`src/rtl/bsg_manycore_wh_ruche_link_pipe_pkg.sv`:
```
`default_nettype none
// ============================================================================
// Package  : bsg_manycore_wh_ruche_link_pipe_pkg
// Brief    : Direction indices, link width and lane-rotation helper for the WH ruche pipe
// Revision : 1.0
// ============================================================================
package bsg_manycore_wh_ruche_link_pipe_pkg;

    // Same numbering as the manycore NoC direction enum (P=0, W=1, E=2, ...)
    localparam int c_dir_w = 1;
    localparam int c_dir_e = 2;

    // Link layout is {v, ready_and_rev, data}
    function automatic int link_sif_width(input int flit_width);
        return flit_width + 2;
    endfunction

    function automatic int ruche_out_lane(input int lane, input int factor,
                                          input bit eastbound, input bit rotate);
        if (!rotate) return lane;
        return eastbound ? (lane + 1) % factor : (lane + factor - 1) % factor;
    endfunction

endpackage
`default_nettype wire

```
`src/rtl/bsg_manycore_wh_pipe_stage.sv`:
```
`default_nettype none
// ============================================================================
// Module   : bsg_manycore_wh_pipe_stage
// Brief    : 2-entry ready_and FIFO carrying one WH channel at full throughput
// Revision : 1.0
// ============================================================================
module bsg_manycore_wh_pipe_stage #(
    parameter int WIDTH = 16
) (
    input  logic             clk_i,
    input  logic             reset_n_i,
    input  logic             v_i,
    input  logic [WIDTH-1:0] data_i,
    output logic             ready_o,
    output logic             v_o,
    output logic [WIDTH-1:0] data_o,
    input  logic             ready_i
);

    logic             r_live;
    logic [1:0]       r_count;
    logic             r_wptr;
    logic             r_rptr;
    logic [WIDTH-1:0] r_mem [2];
    logic             w_enq;
    logic             w_deq;

    assign w_enq = v_i & ready_o;
    assign w_deq = v_o & ready_i;

    // r_live keeps ready low while reset is held and for no longer
    always_ff @(posedge clk_i or negedge reset_n_i) begin
        if (!reset_n_i) begin
            r_live  <= 1'b0;
            r_count <= 2'd0;
            r_wptr  <= 1'b0;
            r_rptr  <= 1'b0;
        end else begin
            r_live  <= 1'b1;
            r_count <= r_count + {1'b0, w_enq} - {1'b0, w_deq};
            if (w_enq) r_wptr <= ~r_wptr;
            if (w_deq) r_rptr <= ~r_rptr;
        end
    end

    always_ff @(posedge clk_i) begin
        if (w_enq) r_mem[r_wptr] <= data_i;
    end

    assign ready_o = r_live & (r_count != 2'd2);
    assign v_o     = (r_count != 2'd0);
    assign data_o  = r_mem[r_rptr];

endmodule
`default_nettype wire

```
`src/rtl/bsg_manycore_wh_ruche_link_pipe.sv`:
```
`default_nettype none
// ============================================================================
// Module   : bsg_manycore_wh_ruche_link_pipe
// Brief    : Registered, optionally rotating WH ruche link pipe with per-row flit counters
// Revision : 1.0
// ============================================================================
module bsg_manycore_wh_ruche_link_pipe
    import bsg_manycore_wh_ruche_link_pipe_pkg::*;
#(
    parameter int wh_flit_width_p   = 16,
    parameter int num_vcache_rows_p = 1,
    parameter int wh_ruche_factor_p = 2,
    parameter int pipe_depth_p      = 1,
    parameter int rotate_p          = 1,
    parameter int count_width_p     = 16,
    localparam int wh_link_sif_width_lp = link_sif_width(wh_flit_width_p)
) (
    input  logic clk_i,
    input  logic reset_n_i,
    input  logic [num_vcache_rows_p-1:0][wh_ruche_factor_p-1:0][wh_link_sif_width_lp-1:0] w_link_sif_i,
    output logic [num_vcache_rows_p-1:0][wh_ruche_factor_p-1:0][wh_link_sif_width_lp-1:0] w_link_sif_o,
    input  logic [num_vcache_rows_p-1:0][wh_ruche_factor_p-1:0][wh_link_sif_width_lp-1:0] e_link_sif_i,
    output logic [num_vcache_rows_p-1:0][wh_ruche_factor_p-1:0][wh_link_sif_width_lp-1:0] e_link_sif_o,
    input  logic ctr_clear_i,
    output logic [c_dir_e:c_dir_w][num_vcache_rows_p-1:0][count_width_p-1:0] flit_count_o
);

    localparam int c_fw    = wh_flit_width_p;
    localparam int c_rows  = num_vcache_rows_p;
    localparam int c_rf    = wh_ruche_factor_p;
    localparam int c_inc_w = $clog2(c_rf + 1);

    // First index: 0 = eastbound, 1 = westbound
    logic            w_in_v      [2][c_rows][c_rf];
    logic [c_fw-1:0] w_in_data   [2][c_rows][c_rf];
    logic            w_in_ready  [2][c_rows][c_rf];
    logic            w_out_v     [2][c_rows][c_rf];
    logic [c_fw-1:0] w_out_data  [2][c_rows][c_rf];
    logic            w_out_ready [2][c_rows][c_rf];

    for (genvar r = 0; r < c_rows; r++) begin : g_link_row
        for (genvar l = 0; l < c_rf; l++) begin : g_link_lane
            assign w_in_v[0][r][l]      = w_link_sif_i[r][l][c_fw+1];
            assign w_out_ready[1][r][l] = w_link_sif_i[r][l][c_fw];
            assign w_in_data[0][r][l]   = w_link_sif_i[r][l][c_fw-1:0];
            assign w_in_v[1][r][l]      = e_link_sif_i[r][l][c_fw+1];
            assign w_out_ready[0][r][l] = e_link_sif_i[r][l][c_fw];
            assign w_in_data[1][r][l]   = e_link_sif_i[r][l][c_fw-1:0];
            assign w_link_sif_o[r][l]   = {w_out_v[1][r][l], w_in_ready[0][r][l], w_out_data[1][r][l]};
            assign e_link_sif_o[r][l]   = {w_out_v[0][r][l], w_in_ready[1][r][l], w_out_data[0][r][l]};
        end
    end

    for (genvar d = 0; d < 2; d++) begin : g_dir
        for (genvar r = 0; r < c_rows; r++) begin : g_row
            for (genvar l = 0; l < c_rf; l++) begin : g_lane
                localparam int c_lo = ruche_out_lane(l, c_rf, d == 0, rotate_p != 0);

                if (pipe_depth_p == 0) begin : g_wire
                    // Gate the pass-through so nothing looks valid or ready during reset
                    logic r_live;
                    always_ff @(posedge clk_i or negedge reset_n_i) begin
                        if (!reset_n_i) r_live <= 1'b0;
                        else            r_live <= 1'b1;
                    end
                    assign w_out_v[d][r][c_lo]    = w_in_v[d][r][l] & r_live;
                    assign w_out_data[d][r][c_lo] = w_in_data[d][r][l];
                    assign w_in_ready[d][r][l]    = w_out_ready[d][r][c_lo] & r_live;
                end else begin : g_pipe
                    logic            w_v   [pipe_depth_p+1];
                    logic            w_rdy [pipe_depth_p+1];
                    logic [c_fw-1:0] w_dat [pipe_depth_p+1];

                    assign w_v[0]                     = w_in_v[d][r][l];
                    assign w_dat[0]                   = w_in_data[d][r][l];
                    assign w_in_ready[d][r][l]        = w_rdy[0];
                    assign w_out_v[d][r][c_lo]        = w_v[pipe_depth_p];
                    assign w_out_data[d][r][c_lo]     = w_dat[pipe_depth_p];
                    assign w_rdy[pipe_depth_p]        = w_out_ready[d][r][c_lo];

                    for (genvar s = 0; s < pipe_depth_p; s++) begin : g_stage
                        bsg_manycore_wh_pipe_stage #(.WIDTH(c_fw)) u_stage (
                            .clk_i     (clk_i),
                            .reset_n_i (reset_n_i),
                            .v_i       (w_v[s]),
                            .data_i    (w_dat[s]),
                            .ready_o   (w_rdy[s]),
                            .v_o       (w_v[s+1]),
                            .data_o    (w_dat[s+1]),
                            .ready_i   (w_rdy[s+1])
                        );
                    end
                end
            end
        end
    end

    for (genvar d = 0; d < 2; d++) begin : g_cnt_dir
        for (genvar r = 0; r < c_rows; r++) begin : g_cnt_row
            logic [c_inc_w-1:0]       w_inc;
            logic [count_width_p-1:0] r_count;

            always_comb begin
                w_inc = '0;
                for (int l = 0; l < c_rf; l++) begin
                    w_inc = w_inc + c_inc_w'(w_out_v[d][r][l] & w_out_ready[d][r][l]);
                end
            end

            always_ff @(posedge clk_i or negedge reset_n_i) begin
                if (!reset_n_i)       r_count <= '0;
                else if (ctr_clear_i) r_count <= '0;
                else                  r_count <= r_count + count_width_p'(w_inc);
            end

            assign flit_count_o[(d == 0) ? c_dir_e : c_dir_w][r] = r_count;
        end
    end

endmodule
`default_nettype wire

```
`config.mk`:
```
export PLATFORM = sky130hd
export DESIGN_NAME = bsg_manycore_wh_ruche_link_pipe
export DESIGN_NICKNAME = d
export VERILOG_FILES = /design/src/rtl/bsg_manycore_wh_ruche_link_pipe_pkg.sv /design/src/rtl/bsg_manycore_wh_pipe_stage.sv /design/src/rtl/bsg_manycore_wh_ruche_link_pipe.sv
export SDC_FILE = /design/constraint.sdc
export NUM_CORES = 1
export LEC_CHECK = 0
export CAP_MARGIN = 20
export CORE_ASPECT_RATIO = 1.5
export CORE_UTILIZATION = 50
export DETAILED_ROUTE_END_ITERATION = 12
export DONT_BUFFER_PORTS = 1
export MAX_ROUTING_LAYER = met4
export PLACE_DENSITY_LB_ADDON = 0.15
export SLEW_MARGIN = 20
export SYNTH_ARGS = -nofsm -noshare
export SYNTH_HDL_FRONTEND = slang
export SYNTH_SLANG_ARGS = --single-unit
```
`constraint.sdc`:
```
create_clock -name clk_i -period 2.8 [get_ports clk_i]
set_input_delay 0.14 -clock clk_i [delete_from_list [all_inputs] [get_ports clk_i]]
set_output_delay 0.14 -clock clk_i [all_outputs]
set_load 0.02 [all_outputs]
```
== Yosys cells after proc, flatten, opt, wreduce, memory -nomap -nowiden ==
Memory sizes are Yosys's and may differ from the RTL's.
Index checks and enable logic that the tools add are counted.

* Flip-flop bits (word level): 49
* Memory bits (writable): 128
* Bits of input ports: 75
* Output and inout port bits: 104
* Memories kept: 4

* Add/subtract/negate cells: 12
* Equal/unequal tests: 4
* Muxes and demuxes: 10
* Bitwise gates (word level): 24
* Reductions and logical operators: 4

{| class="wikitable"
|+ Memory list
! name !! words !! width !! rd ports !! clocked after Yosys merged registers in !! write ports !! RTL line !! text
|-
| g_dir[0].g_row[0].g_lane[0].g_pipe.g_stage[0].u_stage.r_mem || 2 || 16 || 1 || 0 || 1 || bsg_manycore_wh_pipe_stage.sv:24 || <nowiki>logic [WIDTH-1:0] r_mem [2];</nowiki>
|-
| g_dir[0].g_row[0].g_lane[1].g_pipe.g_stage[0].u_stage.r_mem || 2 || 16 || 1 || 0 || 1 || bsg_manycore_wh_pipe_stage.sv:24 ||
|-
| g_dir[1].g_row[0].g_lane[0].g_pipe.g_stage[0].u_stage.r_mem || 2 || 16 || 1 || 0 || 1 || bsg_manycore_wh_pipe_stage.sv:24 ||
|-
| g_dir[1].g_row[0].g_lane[1].g_pipe.g_stage[0].u_stage.r_mem || 2 || 16 || 1 || 0 || 1 || bsg_manycore_wh_pipe_stage.sv:24 ||
|}

{| class="wikitable"
|+ Operators with widths
! cell !! number
|-
| $add 16x2->16 || 2
|-
| $mux 16 || 2
|-
| $and 1x1->1 || 16
|-
| $add 2x1->2 || 4
|-
| $mux 1 || 8
|-
| $ne 2x2->1 const B || 4
|-
| $not 1->1 || 8
|-
| $reduce_bool 2->1 || 4
|-
| $sub 2x1->2 || 4
|-
| $add 1x1->2 || 2
|}

== Longest topological paths before layout ==
Gate-level depths: netlist of run 1.

* Depth after elaboration: 5
* Gate-level depth with buffers: 7
* Gate-level depth less buffers: 7

== Modules after synthesis ==
Synthesis of run 1 repeated with hierarchy kept, for this count alone.

* Cell total of the unflattened synthesis: 448
* Area, all modules: 7418.4 um^2

{| class="wikitable"
|+ Modules (own cells, without submodules)
! module !! times used !! cells each !! area each (um^2)
|-
| bsg_manycore_wh_pipe_stage || 4 || 70 || 1435.1
|-
| bsg_manycore_wh_ruche_link_pipe || 1 || 168 || 1677.9
|}

== Worst setup path before layout of run 1 ==
No wires, ideal clock.

* Path type: register -> register
* Start point: reg g_dir[1].g_row[0].g_lane[0].g_pipe.g_stage[0].u_stage.r_count[1]
* End point: reg g_cnt_dir[1].g_cnt_row[0].r_count[14]
* Setup time: 125 ps
* Arrival: 1997 ps
* Required time: 2675 ps
* Slack: 678 ps
* Cell stages (with the launch flop): 8
* Path buffers: 0
* Path through: dfrtp_1 -> or2_2 -> and2_1 -> fa_1 -> ha_1 -> nand4_4 -> nor4_1 -> mux2_2

* Cells in the longest elaborated chain, start to end: 5

{| class="wikitable"
|+ Ends and longest elaborated chain
! item !! RTL line !! text
|-
| start: declaration || bsg_manycore_wh_pipe_stage.sv:21 || <nowiki>logic [1:0] r_count;</nowiki>
|-
| start signal: assignment || bsg_manycore_wh_pipe_stage.sv:40 || <nowiki>r_count <= r_count + {1'b0, w_enq} - {1'b0, w_deq};</nowiki>
|-
| $reduce_bool 2->1 || bsg_manycore_wh_pipe_stage.sv:51 || <nowiki>assign v_o = (r_count != 2'd0);</nowiki>
|-
| net g_dir[1].g_row[0].g_lane[0].g_pipe.g_stage[0].u_stage.v_o || bsg_manycore_wh_pipe_stage.sv:15 || <nowiki>output logic v_o,</nowiki>
|-
| $and 1x1->1 || bsg_manycore_wh_ruche_link_pipe.sv:106 || <nowiki>w_inc = w_inc + c_inc_w'(w_out_v[d][r][l] & w_out_ready[d][r][l]);</nowiki>
|-
| $add 1x1->2 || bsg_manycore_wh_ruche_link_pipe.sv:106 ||
|-
| $add 16x2->16 || bsg_manycore_wh_ruche_link_pipe.sv:113 || <nowiki>else r_count <= r_count + count_width_p'(w_inc);</nowiki>
|-
| $mux 16 || bsg_manycore_wh_ruche_link_pipe.sv:112 || <nowiki>else if (ctr_clear_i) r_count <= '0;</nowiki>
|-
| end signal: assignment || bsg_manycore_wh_ruche_link_pipe.sv:113 ||
|-
| end: declaration || bsg_manycore_wh_ruche_link_pipe.sv:101 || <nowiki>logic [count_width_p-1:0] r_count;</nowiki>
|}

The timed path passes the listed nets, and every way through them passes these cells.
A chain may end at the register's enable or synchronous reset.

==> results of run 1 <==
through the flow:
stage / instance area, um2 / worst slack (ps)
after global placement: 7380 / 453
after detailed placement: 7380 / 389
after CTS: 8690 / 390
final: 8690 / 405
after global routing: 8690 / 199
after floorplan: 7190 / 678
cells by family (layout without fill, tap and decap cells):
kind of cell               count (synthesis)  after routing  synth area share, %
adders and majority gates                 12             12                 2.30
xor gates and xnor gates                  22             22                 2.68
buffers and inverters                     42            134                 2.68
muxes                                     72             72                 11.3
other                                      1              1               0.0521
and+or+nand+nor                           88             88                 7.50
DFF                                      177            177                 70.5
AOI/OAI and AO/OA                         36             36                 3.06
repair_timing:
item / 4_1_cts / 5_1_grt
hold buffers: 72 / 0
hold endpoints to repair: 213 / 0
resized for setup: 0 / 0
where the power goes:
group	switching, mW	internal (mW)	total [mW]
Sequential	0.416	3.23	3.65
Clock	1.03	1.17	2.20
Combinational	1.07	0.766	1.84
per-layer routing:
metal	up-vias	track usage (%)
met4	0	7.94
li1	1818	-
met2	133	32.2
met1	1951	19.8
met3	23	6.28
met5	-	-
placed cells by master, fill, tap and decap left out, types with 8 or more instances in the layout:
cell type | netlist | routed
a21oi_1 | 14 | 14
buf_4 | 8 | 8
clkbuf_16 | 0 | 17
dfrtp_1 | 49 | 49
dlygate4sd3_1 | 0 | 70
edfxtp_1 | 128 | 128
ha_1 | 10 | 10
inv_1 | 22 | 22
mux2_2 | 68 | 68
nand3_1 | 10 | 10
nor2_1 | 20 | 20
nor2b_1 | 10 | 10
nor4_1 | 8 | 8
o31ai_1 | 8 | 8
or4_1 | 8 | 8
xnor2_1 | 14 | 14
xor2_1 | 8 | 8
cell type report:
| class | count | area, um2 |
|---|---|---|
| inverter | 22 | 82.6 |
| timing repair buffer | 80 | 808 |
| fill | 1089 | 5370 |
| clock buffer | 19 | 433 |
| multi-input combinational | 231 | 1930 |
| clock inverter | 13 | 123 |
| sequential | 177 | 5070 |
| tap | 192 | 240 |
state kept, by name, indices dropped and copies added (netlist names):
name / cells
g_dir.g_row.g_lane.g_pipe.g_stage.u_stage.r_wptr: 4
g_dir.g_row.g_lane.g_pipe.g_stage.u_stage.r_mem: 128
g_dir.g_row.g_lane.g_pipe.g_stage.u_stage.r_live: 1
g_dir.g_row.g_lane.g_pipe.g_stage.u_stage.r_rptr: 4
g_dir.g_row.g_lane.g_pipe.g_stage.u_stage.r_count: 8
g_cnt_dir.g_cnt_row.r_count: 32
synthesized netlist by cell type, types with 6 or more instances:
cell type / number
or3_1: 6
ha_1: 10
dfrtp_1: 49
nor4_1: 8
nor2_1: 20
buf_4: 8
o31ai_1: 8
clkbuf_1: 6
or4_1: 8
o21ai_0: 6
xor2_1: 8
edfxtp_1: 128
inv_1: 22
nand3_1: 10
mux2_2: 68
xnor2_1: 14
nor2b_1: 10
a21oi_1: 14
critical path, stage by stage, from the launching register on:
cell and delay, ps:
dfrtp_1 410, or2_2 390, and2_1 250, fa_1 480, ha_1 280, nand4_4 130
nor4_1 80, mux2_2 270
worst max-delay path by stage:
stage	endpoint
finish	g_cnt_dir[1].g_cnt_row[0].r_count[14]
global route	g_cnt_dir[1].g_cnt_row[0].r_count[14]
CTS	g_cnt_dir[1].g_cnt_row[0].r_count[14]
detailed placement	g_cnt_dir[1].g_cnt_row[0].r_count[14]
global placement	g_cnt_dir[1].g_cnt_row[0].r_count[14]
floorplan	g_cnt_dir[1].g_cnt_row[0].r_count[14]
==> results_dict.tcl, run 1 <==
set metrics [dict create \
    outcome "complete, no violations" \
    p_leak_nw 3.19 \
    slew_viol_final 0 \
    top_layer "met4" \
    clockBufferDepth 2 \
    synth_warnings 0 \
    clkTransAtPathRegs_ps 70 \
    avgRoutedWirePerCell_um 17.8 \
    setup_viol 0 \
    fin_cells 734 \
    die_h_um 149 \
    synth_largest_area_cell "edfxtp_1" \
    ys_seq_elements 177 \
    place_congestion 0.793 \
    ir_drop_v 0.000490 \
    synth_top_area_share_pct 53.4 \
    vias 3925 \
    root_buffer "clkbuf_16" \
    antenna_found_initial 0 \
    crit_path_start_kind "flop" \
    finalHoldViolCount 0 \
    synth_area_leaders "edfxtp_1 (53%), dfrtp_1 (17%), mux2_2 (11%), ha_1 (1.7%), xnor2_1 (1.7%)" \
    htreeDepth 4 \
    start_util_pct 51.2 \
    rows 53 \
    critical_path.max_fanout 9 \
    fmax_mhz 417 \
    yosysUniqueCellTypes 33 \
    r2r-end "g_cnt_dir[1].g_cnt_row[0].r_count[14]" \
    numCtsBuffers 17 \
    cp_data_arrival_time_ps 2700 \
    maxCapViolations 0 \
    avgSynthCellArea_um2 16.0 \
    drive_above_1_share_pct 21.8 \
    yosysSeqAreaShare_pct 70.5 \
    place_inst 630 \
    via_per_inst 5.35 \
    whs_path_depth 2 \
    synthCells 450 \
    fin_crit_ps 2400 \
    synth_nets 537 \
    setup_tns_ps 0 \
    dieArea_um2 14900 \
    holdWs_ps 29.4 \
    dp_hpwl_mm 8.50 \
    cts_tree "built" \
    numPortBuffers 0 \
    area_delta_synth_final_pct 20.8 \
    grt_max_degree 50 \
    ys.flop_type "edfxtp_1" \
    worstHoldStart "w_link_sif_i[16]" \
    power.total_mw 7.69 \
    drt-met1-wl_mm 4.89 \
    route.met2.wl_mm 6.96 \
    worstPathRequired_ps 3110 \
    crit_type "flop to flop" \
    hp-class "primary input to flop" \
    powerDensity_nw_per_um2 885 \
    overflow 0 \
    n_antenna_cell 0 \
    rsz0062_at_grt "no" \
    async_flop_share_pct 27.7 \
    initialDrtViolationCount 159 \
    endpoint_kind "flop" \
    worst_pin_slew_ps 801 \
    clock-sinks 177 \
    slew_headroom_pct 46.6 \
    r2r_slack_ps 400 \
    synth.cell_area_um2 7190 \
    drc_errors 0 \
    fin_skew_ps 8.70 \
    grt_pass1_wl_mm 20.3 \
    met3WireLength_um 941 \
    core_um2 14100 \
    final_util_pct 61.8 \
    die_w_um 99.9 \
    drt.antenna.violating_nets 0 \
    clk_latency_ps 420 \
    wl_mm 13.1 \
    track_usage_pct 18.9 \
    reg2reg_depth 7 \
    post_cts_buffers 0 \
    grt_pass1_vias 3975 \
    dr.pass1.iters 4 \
    post-route-period-util_pct 85.5 \
    nets 616 \
    ioPinCount 179 \
    synth_edf_count 128 \
]
(Power assumes the default switching activity.)
==> inputs of run 2 (changes only) <==
==> constraint.sdc (replaced) <==
create_clock -name clk_i -period 2.05 [get_ports clk_i]
set_input_delay 0.41 -clock clk_i [delete_from_list [all_inputs] [get_ports clk_i]]
set_output_delay 0.41 -clock clk_i [all_outputs]
set_load 0.02 [all_outputs]
==> run 2 against run 1 <==
Against the previous run: hold slack improved by 18 ps; clock power rose by 38%; non-clock buffer count decreased by 30; global-route usage barely moved; sequential power increased by 29%; highest routed layer unchanged; combinational power up 64%; clock skew grew 4.1 ps; maximum frequency is 21% higher; cell area fell by 3.8%.
==> results_dict.tcl, run 2 (synthesis gave the netlist of run 1 again) <==
set metrics [dict create \
    finalHoldViolCount 0 \
    root_buffer "clkbuf_16" \
    vias 3817 \
    post-route-period-util_pct 97.0 \
    dr.pass1.iters 6 \
    crit_family "simple AND/OR/NAND/NOR gates" \
    drt.antenna.violating_nets 0 \
    timing.final.ws_setup_ps 62.3 \
    n_antenna_cell 0 \
    ir_drop_v 0.000603 \
    clkTransAtPathRegs_ps 70 \
    maxCapViolations 0 \
    track_usage_pct 18.9 \
    hp-class "primary input to flop" \
    clock-sinks 177 \
    crit_type "flop to flop" \
    area_delta_synth_final_pct 16.2 \
    clk_latency_ps 420 \
    final_util_pct 59.5 \
    wl_mm 13.1 \
    grt_max_degree 50 \
    power.total_mw 10.8 \
    ioPinCount 179 \
    die_w_um 99.9 \
    multi_input_area_um2 2000 \
    rsz0062_at_grt "yes" \
    mostFrequentLayoutCell "edfxtp_1" \
    pre_cts_slack_ps -66.3 \
    place_congestion 0.751 \
    grt_pass1_vias 3962 \
    fin_crit_ps 1990 \
    most-common-layout-cells "edfxtp_1 (128), mux2_2 (68), dfrtp_1 (48)" \
    seq_area_um2 5070 \
    initialDrtViolationCount 108 \
    outcome "complete, no violations" \
    overflow 0 \
    largest_registers "g_dir.g_row.g_lane.g_pipe.g_stage.u_stage.r_mem (128), g_cnt_dir.g_cnt_row.r_count (32), g_dir.g_row.g_lane.g_pipe.g_stage.u_stage.r_count (8)" \
    drc_errors 0 \
    num-fill-cells 1111 \
    crit_slowest_cell "fa_2" \
    drive_above_1_share_pct 32.8 \
    endpoint_kind "flop" \
    rows 53 \
    numPortBuffers 0 \
    path_buf_inv 1 \
    via_per_inst 5.42 \
    path_cells "or2_2 -> and2_4 -> fa_2 -> ha_4 -> buf_4 -> nand3_1 -> xor2_1 -> nor2_1" \
    htreeDepth 4 \
    dpl-instance-area_um2 7670 \
    clockBufferDepth 2 \
    die_h_um 149 \
    p_leak_nw 3.12 \
    regMostFlops "g_dir.g_row.g_lane.g_pipe.g_stage.u_stage.r_mem" \
    cp_data_arrival_time_ps 2290 \
    nets 586 \
    fin_cells 704 \
    fin_skew_ps 12.8 \
    cts_tree "built" \
    start_util_pct 51.2 \
    numCtsBuffers 17 \
    place_inst 667 \
    crit_path_start_kind "flop" \
    worstPathRequired_ps 2350 \
    final_area_um2 8360 \
    largest_reg_flops 128 \
    grt_pass1_wl_mm 20.4 \
    critical_path.max_fanout 3 \
    setup_viol 0 \
    slew_viol_final 0 \
    dieArea_um2 14900 \
    fmax_mhz 503 \
    dp_hpwl_mm 9.18 \
    antenna_found_initial 0 \
    powerDensity_nw_per_um2 1290 \
    avgRoutedWirePerCell_um 18.6 \
    core_um2 14100 \
    cpPeakStageDelay_ps 400 \
]
[run 2: cell type report]
cell class,instances,share of cell area [%]
flip-flops and latches,177,60.7
inverters,22,0.988
repair buffers,50,4.85
clock buffers,20,5.22
multi-input cells,231,23.9
well taps,192,2.87
clock inverters,12,1.48
[run 2: metrics by stage]
| step | TNS, ps | hold WS [ps] |
|---|---|---|
| 3_3_place_gp | 0 | 116 |
| 5_1_grt | -24.6 | 22.5 |
| 4_1_cts | 0 | 24.2 |
| 6_report | 0 | 47.8 |
| 3_5_place_dp | -81.0 | 115 |
| 2_1_floorplan | 0 | 114 |
[run 2: report_power, final]
part | internal (mW) | total (mW) | switching (mW)
sequential | 4.43 | 4.71 | 0.283
combinational | 1.26 | 3.02 | 1.76
clock | 1.70 | 3.04 | 1.34
total | 7.39 | 10.8 | 3.38
[run 2: worst paths after layout]
path,startpoint,endpoint,slack (ps),cells past startpoint
setup / recovery,flop,g_cnt_dir[0].g_cnt_row[0].r_count[4],60,8
hold / removal,ctr_clear_i,g_cnt_dir[1].g_cnt_row[0].r_count[8],50,1
setup reg to reg,flop,g_cnt_dir[0].g_cnt_row[0].r_count[4],60,8
hold reg to reg,flop,flop,480,1
max in group asynchronous,reset_n_i,asynchronous set/reset pin,1300,2
min in group asynchronous,reset_n_i,g_cnt_dir[0].g_cnt_row[0].r_count[7],490,2
[run 2: layer usage]
metal  up-vias  GRT usage (%)  share of wire (%)
met1      1919           19.2                 36
met3        16           8.06                8.9
met2       126           32.0                 53
li1       1756              -                  -
met4         0           7.35                1.8
met5         -              -                  0
[run 2: repair_timing]
action                                  CTS  global route
hold buffers                              2             0
setup buffers                             1             2
resized for setup                         3            13
endpoints found under the setup margin   18            14
endpoints found under the hold margin    49             0
pin swaps                                 1             6
